==> src/rtl/fifo_param_v2.sv <==
// Parametrised synchronous FIFO with optional first-word-fall-through read.
// Latency: FWFT=0 dout valid one cycle after an accepted read; FWFT=1 head visible the cycle after the write.
// Backpressure: writes are rejected when full (unless a read frees a slot in the same cycle),
// reads are rejected when empty; each rejection gives a one-cycle pulse and a saturating count.
//
// Ports:
//   clk, rst_n          clock, asynchronous active-low reset
//   flush, err_clr      synchronous clear of contents / of both event counters
//   wt_en, din          write request and data
//   rd_en, dout         read request and data
//   full, empty, almost_full, almost_empty, level   occupancy status
//   overflow, underflow, ovf_cnt, unf_cnt           rejected-request pulses and counters
module fifo_param_v2 #(
  parameter int DATA_W = 8,
  parameter int DEPTH  = 16,
  parameter int AF_LVL = DEPTH - 2,
  parameter int AE_LVL = 2,
  parameter int FWFT   = 0,
  parameter int CNT_W  = 8
) (
  input  logic                       clk,
  input  logic                       rst_n,
  input  logic                       flush,
  input  logic                       err_clr,
  input  logic                       wt_en,
  input  logic [DATA_W-1:0]          din,
  input  logic                       rd_en,
  output logic [DATA_W-1:0]          dout,
  output logic                       full,
  output logic                       empty,
  output logic                       almost_full,
  output logic                       almost_empty,
  output logic [$clog2(DEPTH):0]     level,
  output logic                       overflow,
  output logic                       underflow,
  output logic [CNT_W-1:0]           ovf_cnt,
  output logic [CNT_W-1:0]           unf_cnt
);

  localparam int AW = $clog2(DEPTH);
  localparam int PW = AW + 1;
  localparam logic [PW-1:0]    LVL_FULL = PW'(DEPTH);
  localparam logic [PW-1:0]    LVL_AF   = PW'(AF_LVL);
  localparam logic [PW-1:0]    LVL_AE   = PW'(AE_LVL);
  localparam logic [CNT_W-1:0] CNT_MAX  = {CNT_W{1'b1}};

  logic [DATA_W-1:0] mem_q [DEPTH];

  logic [PW-1:0]    wt_p_q, wt_p_d;
  logic [PW-1:0]    rd_p_q, rd_p_d;
  logic             ovf_q, ovf_d;
  logic             unf_q, unf_d;
  logic [CNT_W-1:0] ovf_cnt_q, ovf_cnt_d;
  logic [CNT_W-1:0] unf_cnt_q, unf_cnt_d;
  logic             rd_ok, wr_ok;
  logic [AW-1:0]    wt_idx, rd_idx;

  // Pointers carry an extra wrap bit, so the modulo difference is the
  // occupancy and distinguishes full from empty without extra state.
  assign level        = wt_p_q - rd_p_q;
  assign full         = (level == LVL_FULL);
  assign empty        = (level == '0);
  assign almost_full  = (level >= LVL_AF);
  assign almost_empty = (level <= LVL_AE);

  assign wt_idx = wt_p_q[AW-1:0];
  assign rd_idx = rd_p_q[AW-1:0];

  // Flush masks all traffic. A full FIFO still takes a write when a read
  // pops in the same cycle; an empty FIFO never bypasses write data to a read.
  assign rd_ok = rd_en && !empty && !flush;
  assign wr_ok = wt_en && !flush && (!full || rd_ok);

  always_comb begin
    wt_p_d    = wt_p_q;
    rd_p_d    = rd_p_q;
    ovf_d     = 1'b0;
    unf_d     = 1'b0;
    ovf_cnt_d = ovf_cnt_q;
    unf_cnt_d = unf_cnt_q;

    if (flush) begin
      wt_p_d = '0;
      rd_p_d = '0;
    end else begin
      if (wr_ok) wt_p_d = wt_p_q + 1'b1;
      if (rd_ok) rd_p_d = rd_p_q + 1'b1;
      ovf_d = wt_en && !wr_ok;
      unf_d = rd_en && !rd_ok;
    end

    // Counters follow the registered pulses; err_clr wins over an increment.
    if (err_clr) begin
      ovf_cnt_d = '0;
      unf_cnt_d = '0;
    end else begin
      if (ovf_q && (ovf_cnt_q != CNT_MAX)) ovf_cnt_d = ovf_cnt_q + 1'b1;
      if (unf_q && (unf_cnt_q != CNT_MAX)) unf_cnt_d = unf_cnt_q + 1'b1;
    end
  end

  always_ff @(posedge clk or negedge rst_n) begin
    if (!rst_n) begin
      wt_p_q    <= '0;
      rd_p_q    <= '0;
      ovf_q     <= 1'b0;
      unf_q     <= 1'b0;
      ovf_cnt_q <= '0;
      unf_cnt_q <= '0;
    end else begin
      wt_p_q    <= wt_p_d;
      rd_p_q    <= rd_p_d;
      ovf_q     <= ovf_d;
      unf_q     <= unf_d;
      ovf_cnt_q <= ovf_cnt_d;
      unf_cnt_q <= unf_cnt_d;
    end
  end

  // Storage carries no reset; contents are meaningless until written.
  always_ff @(posedge clk) begin
    if (wr_ok) mem_q[wt_idx] <= din;
  end

  assign overflow  = ovf_q;
  assign underflow = unf_q;
  assign ovf_cnt   = ovf_cnt_q;
  assign unf_cnt   = unf_cnt_q;

  generate
    if (FWFT != 0) begin : g_fwft
      // Head of queue is presented directly; forced to zero when nothing is stored.
      assign dout = empty ? '0 : mem_q[rd_idx];
    end else begin : g_reg
      logic [DATA_W-1:0] dout_q;
      // Register updates only on an accepted read; rejected reads and flush hold it.
      always_ff @(posedge clk or negedge rst_n) begin
        if (!rst_n)     dout_q <= '0;
        else if (rd_ok) dout_q <= mem_q[rd_idx];
      end
      assign dout = dout_q;
    end
  endgenerate

endmodule
==> config.mk <==
export PLATFORM = sky130hd
export DESIGN_NAME = fifo_param_v2
export DESIGN_NICKNAME = d
export VERILOG_FILES = /design/src/rtl/fifo_param_v2.sv
export SDC_FILE = /design/constraint.sdc
export NUM_CORES = 1
export LEC_CHECK = 0
export CAP_MARGIN = 20
export CORE_ASPECT_RATIO = 0.9
export CORE_MARGIN = 4
export CORE_UTILIZATION = 51
export DETAILED_ROUTE_END_ITERATION = 10
export PLACE_DENSITY = 0.71
export SETUP_SLACK_MARGIN = 0.15
export SYNTH_ARGS = -nofsm -noshare
export SYNTH_HDL_FRONTEND = slang
export SYNTH_SLANG_ARGS = --single-unit
==> constraint.sdc <==
create_clock -name clk -period 5.7 [get_ports clk]
set_input_delay 0.855 -clock clk [delete_from_list [all_inputs] [get_ports clk]]
set_output_delay 0.855 -clock clk [all_outputs]
set_load 0.03 [all_outputs]
==> results of run 1 <==
-- how the worst max path moves through the flow --
stage	slack, ns	end	depth (start not counted)	startpoint
floorplan	1.35	almost_empty	8	wt_p_q[0]
global route	1.10	almost_empty	10	wt_p_q[0]
finish	1.32	almost_empty	10	wt_p_q[0]
detailed placement	1.63	mem_q[9][3]	8	wt_p_q[0]
CTS	1.29	almost_empty	10	wt_p_q[0]
global placement	1.80	mem_q[5][7]	8	wt_p_q[0]
-- layout make-up --
type / count / area (um^2) / area share
inverters: 8 / 30.0 / 0.00360
well taps: 168 / 210 / 0.0252
flip-flops and latches: 164 / 4750 / 0.569
multi-input cells: 241 / 2140 / 0.257
clock inverters: 9 / 153 / 0.0183
clock buffers: 23 / 458 / 0.0549
repair buffers: 67 / 603 / 0.0723
-- state kept, by name, summed over array words and instances, names as in the netlist --
name / flops
dout: 8
mem_q: 128
overflow: 1
ovf_cnt: 8
rd_p_q: 5
underflow: 1
unf_cnt: 8
wt_p_q: 5
-- metrics by stage --
stage	cell area (um^2)	worst slack, ns
after floorplan	6990	1.35
final	8340	1.32
after global routing	8340	1.10
after CTS	8270	1.29
after detailed placement	7650	1.63
after global placement	7640	1.80
-- cells in the mapped netlist (2+ instances only) --
cell / n / area, um^2
a21o_1: 2 / 15.0
a21oi_1: 7 / 35.0
a22oi_1: 16 / 120
and3_1: 5 / 31.3
and4_1: 2 / 17.5
buf_1: 3 / 11.3
buf_2: 7 / 35.0
clkbuf_1: 9 / 33.8
dfrtp_1: 36 / 901
edfxtp_1: 128 / 3840
ha_1: 11 / 138
inv_1: 7 / 26.3
mux2_1: 13 / 146
mux2i_1: 3 / 30.0
mux4_2: 32 / 721
nand2_1: 20 / 75.1
nand2b_1: 9 / 56.3
nand3_1: 4 / 20.0
nand3b_1: 2 / 15.0
nand4_1: 7 / 43.8
nor2_1: 37 / 139
nor2b_1: 4 / 25.0
nor3_1: 14 / 70.1
nor4_1: 5 / 31.3
o2111ai_1: 3 / 26.3
o211ai_1: 4 / 30.0
o21a_1: 2 / 15.0
o21ai_0: 5 / 25.0
or3_1: 2 / 12.5
or4_1: 4 / 30.0
xnor2_1: 6 / 52.6
xor2_1: 9 / 78.8
-- kinds of logic after synthesis --
kind of cell / after synthesis / share of synthesized area
flops: 164 / 0.678
simple gates: 119 / 0.0864
mux: 48 / 0.128
compound gates: 46 / 0.0460
buf+inv: 28 / 0.0174
xor+xnor: 16 / 0.0211
fa+ha+maj: 12 / 0.0225
-- worst max-delay path, cell delays in order, from the launching register on --
cell             delay [ns]
dfrtp_1                0.42
inv_1                  0.10
ha_1                   0.23
fa_1                   0.43
nand2b_1               0.17
a21oi_1                0.16
xor2_1                 0.16
buf_4                  0.21
inv_2                  0.09
a2111oi_0              0.38
clkdlybuf4s50_1        0.74
-- layer usage --
metal	vias up	routed length, um	track usage
met5	-	0	0
met3	10	875	0.0549
met4	0	155	0.0486
met2	129	7030	0.299
met1	2103	6550	0.283
li1	1828	-	-
-- where the power goes --
part / switching (W) / internal, W / total [W]
Clock: 0.000437 / 0.000743 / 0.00118
Combinational: 0.000732 / 0.000522 / 0.00125
Sequential: 0.0000380 / 0.00136 / 0.00140
==> impl_metrics.ini, run 1 <==
[status]
status = finished clean

[synthesis]
syn_area_um2 = 6990
synth_seq_cells = 164
synth_edf_count = 128
syn_nets = 459
synth_flop_cell = edfxtp_1
synth.distinct_cells = 47
synthCells = 433
yosys_warnings = 0
ys_seq_area_frac = 0.678
synthArstFlopShare = 0.220
synth.avg_cell_area_um2 = 16.2

[sta]
skew_ns = 0.0181
hold_violations = 0
final.setup.tns_ns = 0
grt_setup_unrepaired = no
setup_viol = 0
max_freq_ghz = 0.228
relSlewSlack = 0.278
holdWs_ns = 0.490
min_period_ns = 4.38
drv_slew = 0
min_period_over_period = 0.769
worst_pin_slew_ns = 1.08

[floorplan]
boundaryPins = 49
start_util = 0.521
rows = 40
die_h_um = 119
core-area_um2 = 13400
die-area_um2 = 15700
die_w_um = 131

[clock_tree]
cts_htree_levels = 4
cts.sinks = 164
cts_tree = yes
cts_resized = 0
clockRootBuffer = clkbuf_16
postCtsSetupRepairBufs = 0
numCtsBuffers = 17
insertion_delay_ns = 0.42
ctsLongestPathBuffers = 2
clkTransAtPathRegs_ns = 0.06
postCtsHoldBufs = 0

[critical_path]
cp_max_fo = 13
required_ns = 4.85
rr_startpoint = wt_p_q[0]
reg2reg_depth = 9
timing.rr.end = mem_q[12][7]
crit_type = reg2out
start_kind = flop
worstPathArrival_ns = 3.53
reg2reg_slack_ns = 1.77
end_kind = output port

[power]
p_total_w = 0.00383
p_leak_nw = 2.93
power_density_nw_per_um2 = 460
vdd_drop_max_mv = 0.255

[layout]
nets = 525
syn_to_final_growth_pct = 19.2
layout_commonest_cell = edfxtp_1
drive_gt1_frac = 0.168
layout.cells.most_common_list = edfxtp_1, clkdlybuf4s50_1, nor2_1, dfrtp_1, mux4_2
utilization = 0.622
n_antenna_cell = 0
nFillCells = 927
final_cells = 680

[placed_design]
gp_congestion = 0.817
io_buffers = 48
place_inst = 636
hpwl_um = 9500

[drt]
antenna_left = 0
wirelength_um = 14600
firstDrtPassIters = 5
vias = 4070
wl_per_cell_um = 21.5
drt-initial-drc-count = 443
remaining_drc_errors = 0
drt-vias-per-instance = 5.99

[global_routing]
antenna_found_initial = 0
grt_max_degree = 37
grt_overflow = 0
grt_pass1_vias = 4079
track_usage = 0.196
grt_pass1_wl_um = 23300

[min_path]
hold_class = reg2reg
hp-start = dout[5]
hold_depth = 1
hold_end = dout[5]

[flow_run]
drv_cap = 0
(Power assumes the default switching activity.)
==> run 2: changes to the inputs <==
clock period = 4.3 ns   (was 5.7 ns; I/O delays follow)
==> impl_metrics.ini, run 2 (synthesis results as in run 1) <==
[critical_path]
crit_type = reg2out
reg2reg_depth = 10
crit_chain = inv_1 -> ha_1 -> fa_1 -> nand2b_1 -> a21oi_1 -> xor2_2 -> buf_4 -> nor2_1 -> clkdlybuf4s50_1
end_kind = output port
cp_max_fo = 6
worstPathArrival_ns = 3.20
critPathSlowestCell = clkdlybuf4s50_1
reg2reg_slack_ns = 0.78
cpPeakStageDelay_ns = 0.71
timing.rr.end = mem_q[8][6]
required_ns = 3.65
rr_startpoint = wt_p_q[0]
start_kind = flop

[power]
power_density_nw_per_um2 = 594
vdd_drop_max_mv = 0.322
p_leak_nw = 2.94
p_total_w = 0.00494

[sta]
skew_ns = 0.00597
relSlewSlack = 0.332
max_freq_ghz = 0.260
hold_violations = 0
grt_setup_unrepaired = no
setup_viol = 0
final.setup.tns_ns = 0
worst_pin_slew_ns = 0.996
timing.final.ws_setup_ns = 0.455
drv_slew = 0
min_period_ns = 3.85
min_period_over_period = 0.894

[global_routing]
use_met2 = 0.287
grtUsageMet1 = 0.293
use_met3 = 0.0460
track_usage = 0.196
grt_pass1_wl_um = 23300
grt_overflow = 0
grt_max_degree = 37
antenna_found_initial = 0
grt_busiest_layer = met1
grt_pass1_vias = 4053

[drt]
vias = 4078
wl_per_cell_um = 21.2
antenna_left = 0
drt-initial-drc-count = 466
drt-vias-per-instance = 5.96
firstDrtPassIters = 5
remaining_drc_errors = 0
wirelength_um = 14500

[layout]
layout_commonest_cell = edfxtp_1
register_area_um2 = 4750
drive_gt1_frac = 0.184
n_antenna_cell = 0
syn_to_final_growth_pct = 18.7
stdcell_area_um2 = 8310
nets = 529
layout.cells.most_common_list = edfxtp_1, clkdlybuf4s50_1, nor2_1, dfrtp_1, mux4_2
largest_register = mem_q
largest_reg_flops = 128
nFillCells = 990
multi_input_area_um2 = 2150
final_cells = 684

[clock_tree]
clockRootBuffer = clkbuf_16
cts_tree = yes
postCtsHoldBufs = 0
clkTransAtPathRegs_ns = 0.06
insertion_delay_ns = 0.42
cts.sinks = 164
ctsLongestPathBuffers = 2
numCtsBuffers = 17
cts_htree_levels = 4

[placed_design]
dpl_worst_slack_ns = 0.592
dpl_cell_area_um2 = 7700
hpwl_um = 9470
place_inst = 643
gp_congestion = 0.841
io_buffers = 48

[floorplan]
die-area_um2 = 15700
boundaryPins = 49
die_h_um = 119
start_util = 0.521
rows = 40
die_w_um = 131
core-area_um2 = 13400

[status]
status = finished clean

[flow_run]
drv_cap = 0

[min_path]
hold_class = in2async
==> run 2: where the power goes <==
group          leakage (nW)  total [W]  internal (W)  switching [W]
clock                 0.276    0.00137      0.000798       0.000574
sequential             1.63    0.00186       0.00180      0.0000524
combinational          1.03    0.00171      0.000728       0.000980
==> run 2: worst max path at each step <==
stage / from / to / slack [ns] / depth (start not counted)
floorplan: wt_p_q[0] / almost_empty / 0.16 / 8
global placement: wt_p_q[0] / mem_q[9][3] / 0.80 / 8
detailed placement: wt_p_q[0] / mem_q[10][4] / 0.59 / 8
CTS: wt_p_q[0] / almost_full / 0.28 / 9
global route: wt_p_q[0] / full / 0.20 / 8
finish: wt_p_q[0] / full / 0.45 / 9
==> run 2: critical path, delay by kind of cell (launching register included) <==
kind | cells | cell delay, ns
AO/OA/AOI/OAI | 1 | 0.22
XOR/XNOR | 1 | 0.14
adder cells (fa/ha/maj) | 2 | 0.66
buffers and inverters | 3 | 0.98
flip-flops | 1 | 0.43
AND/OR/NAND/NOR | 2 | 0.35
==> run 2: routing by layer <==
layer,up-vias,part of all wire
li1,1837,-
met4,0,0.015
met3,17,0.062
met5,-,0
met2,134,0.47
met1,2090,0.45
==> run 2: repair_timing <==
action | in CTS | in global routing
setup buffers | 0 | 3
gates resized for setup | 0 | 1
endpoints found under the setup margin | 0 | 2
==> run 2: final cells by class <==
cell class	instances	share of cell area
Clock buffer	23	0.0589
Clock inverter	9	0.00618
Inverter	8	0.00362
Multi-Input combinational cell	241	0.259
Sequential cell	164	0.571
Tap cell	168	0.0253
Timing Repair Buffer	71	0.0759
==> run 2: through the flow <==
step	hold WS, ns	util
2_1_floorplan	0.349	-
3_3_place_gp	0.475	0.574
3_5_place_dp	0.481	0.574
4_1_cts	0.347	0.615
5_1_grt	0.389	0.619
6_report	0.318	0.619
==> run 3: changes to the inputs <==
SETUP_SLACK_MARGIN = not set   (was 0.15)
==> impl_metrics.ini, run 3 (synthesis results as in run 1) <==
[layout]
nets = 526
layout.cells.most_common_list = edfxtp_1, clkdlybuf4s50_1, nor2_1, dfrtp_1, mux4_2
utilization = 0.618
syn_to_final_growth_pct = 18.4
largest_reg_flops = 128
n_antenna_cell = 0
drive_gt1_frac = 0.179
layout_commonest_cell = edfxtp_1
largest_register = mem_q

[critical_path]
crit_chain = inv_1 -> ha_1 -> fa_1 -> nand2b_1 -> a21oi_1 -> xor2_2 -> inv_2 -> a31o_2 -> clkdlybuf4s50_1
crit_family = buffers and inverters
critPathSlowestCell = clkdlybuf4s50_1
end_kind = output port
path_buf_inv = 3
worstPathArrival_ns = 3.26
start_kind = flop
cp_max_fo = 8
required_ns = 3.65
crit_type = reg2out
cpPeakStageDelay_ns = 0.59

[sta]
grt_setup_unrepaired = no
drv_slew = 0
holdWs_ns = 0.316
final.setup.tns_ns = 0
setup_viol = 0
worst_pin_slew_ns = 1.03
min_period_over_period = 0.909
min_period_ns = 3.91
relSlewSlack = 0.311
timing.final.ws_setup_ns = 0.390
skew_ns = 0.00545
max_freq_ghz = 0.256
hold_violations = 0

[global_routing]
grt_overflow = 0
antenna_found_initial = 0
grt_pass1_wl_um = 23300
track_usage = 0.196
grt_max_degree = 37
grt_pass1_vias = 4053

[power]
p_sw_w = 0.00160
p_int_w = 0.00330
switching_share = 0.327
p_total_w = 0.00490
clkPwrFrac = 0.280
p_leak_nw = 2.92
power_density_nw_per_um2 = 592
power_frac_seq = 0.379
vdd_drop_max_mv = 0.323
comb_power_share = 0.342

[drt]
drt-initial-drc-count = 389
drt-vias-per-instance = 5.99
firstDrtPassIters = 5
vias = 4076
wirelength_um = 14500
remaining_drc_errors = 0
wl_per_cell_um = 21.3
antenna_left = 0

[clock_tree]
clockRootBuffer = clkbuf_16
postCtsSetupRepairBufs = 0
numCtsBuffers = 17
cts.sinks = 164
clkTransAtPathRegs_ns = 0.06
cts_tree = yes
insertion_delay_ns = 0.42
cts_htree_levels = 4
ctsLongestPathBuffers = 2

[floorplan]
die-area_um2 = 15700
start_util = 0.521
die_h_um = 119
die_w_um = 131
boundaryPins = 49
rows = 40
core-area_um2 = 13400

[placed_design]
hpwl_um = 9470
dpl_worst_slack_ns = 0.592
gp_congestion = 0.841
io_buffers = 48

[status]
status = finished clean

[min_path]
hold_class = in2async

[flow_run]
drv_cap = 0
## run 3: changes by cell type in the layout (fill, tap and decap cells not counted)
cell / previous run / this run
buf_4: 18 / 15
## run 3: worst paths after layout
check	end	slack, ns	cells after the start	from
worst max-delay path	almost_full	0.39	9	wt_p_q[0]
worst min-delay path	wt_p_q[2]	0.32	1	rst_n
worst max register to register	mem_q[8][6]	0.77	9	wt_p_q[0]
worst min register to register	dout[5]	0.49	1	dout[5]
max in group asynchronous	rd_p_q[0]	3.43	1	rst_n
min in group clk	dout[5]	0.49	1	dout[5]
## run 3: what timing repair did
action,4_1_cts,5_1_grt
resized for setup,0,1
hold buffers,0,0
endpoints found under the setup margin,0,1
hold endpoints to repair,0,0
## run 3: power by group through the flow
stage          clock (W)  combinational, W  sequential (W)
4_1_cts          0.00139           0.00168         0.00186
3_3_place_gp           0           0.00165         0.00188
2_1_floorplan          0           0.00105         0.00197
6_report         0.00137           0.00167         0.00186
5_1_grt          0.00147           0.00180         0.00187
3_5_place_dp           0           0.00167         0.00189
## run 3: stage by stage
stage,cells,instance area [um^2]
4_1_cts,675,8250
3_5_place_dp,643,7700
5_1_grt,681,8280
6_report,681,8280
2_1_floorplan,433,6990
3_3_place_gp,643,7700
## run 3: cell type report
class	count	area [um^2]
tap	168	210
fill	991	5130
clock inverter	9	51.3
multi-input combinational	241	2150
sequential	164	4750
timing repair buffer	68	608
clock buffer	23	489
inverter	8	30.0
## run 3: layer usage
| layer | up-vias | global-route usage | share of wire |
|---|---|---|---|
| met4 | 0 | 0.0663 | 0.017 |
| met3 | 22 | 0.0460 | 0.068 |
| met2 | 153 | 0.287 | 0.47 |
| met5 | - | 0 | 0 |
| li1 | 1831 | - | - |
| met1 | 2070 | 0.293 | 0.45 |
## run 3: worst register-to-register path: cells and delay by family, from the launching register on
family | cells | cell delay [ns]
AOI/OAI and AO/OA | 1 | 0.10
xor gates and xnor gates | 1 | 0.26
adders and majority gates | 2 | 0.66
DFF | 1 | 0.44
and+or+nand+nor | 3 | 1.37
buffers and inverters | 2 | 0.41
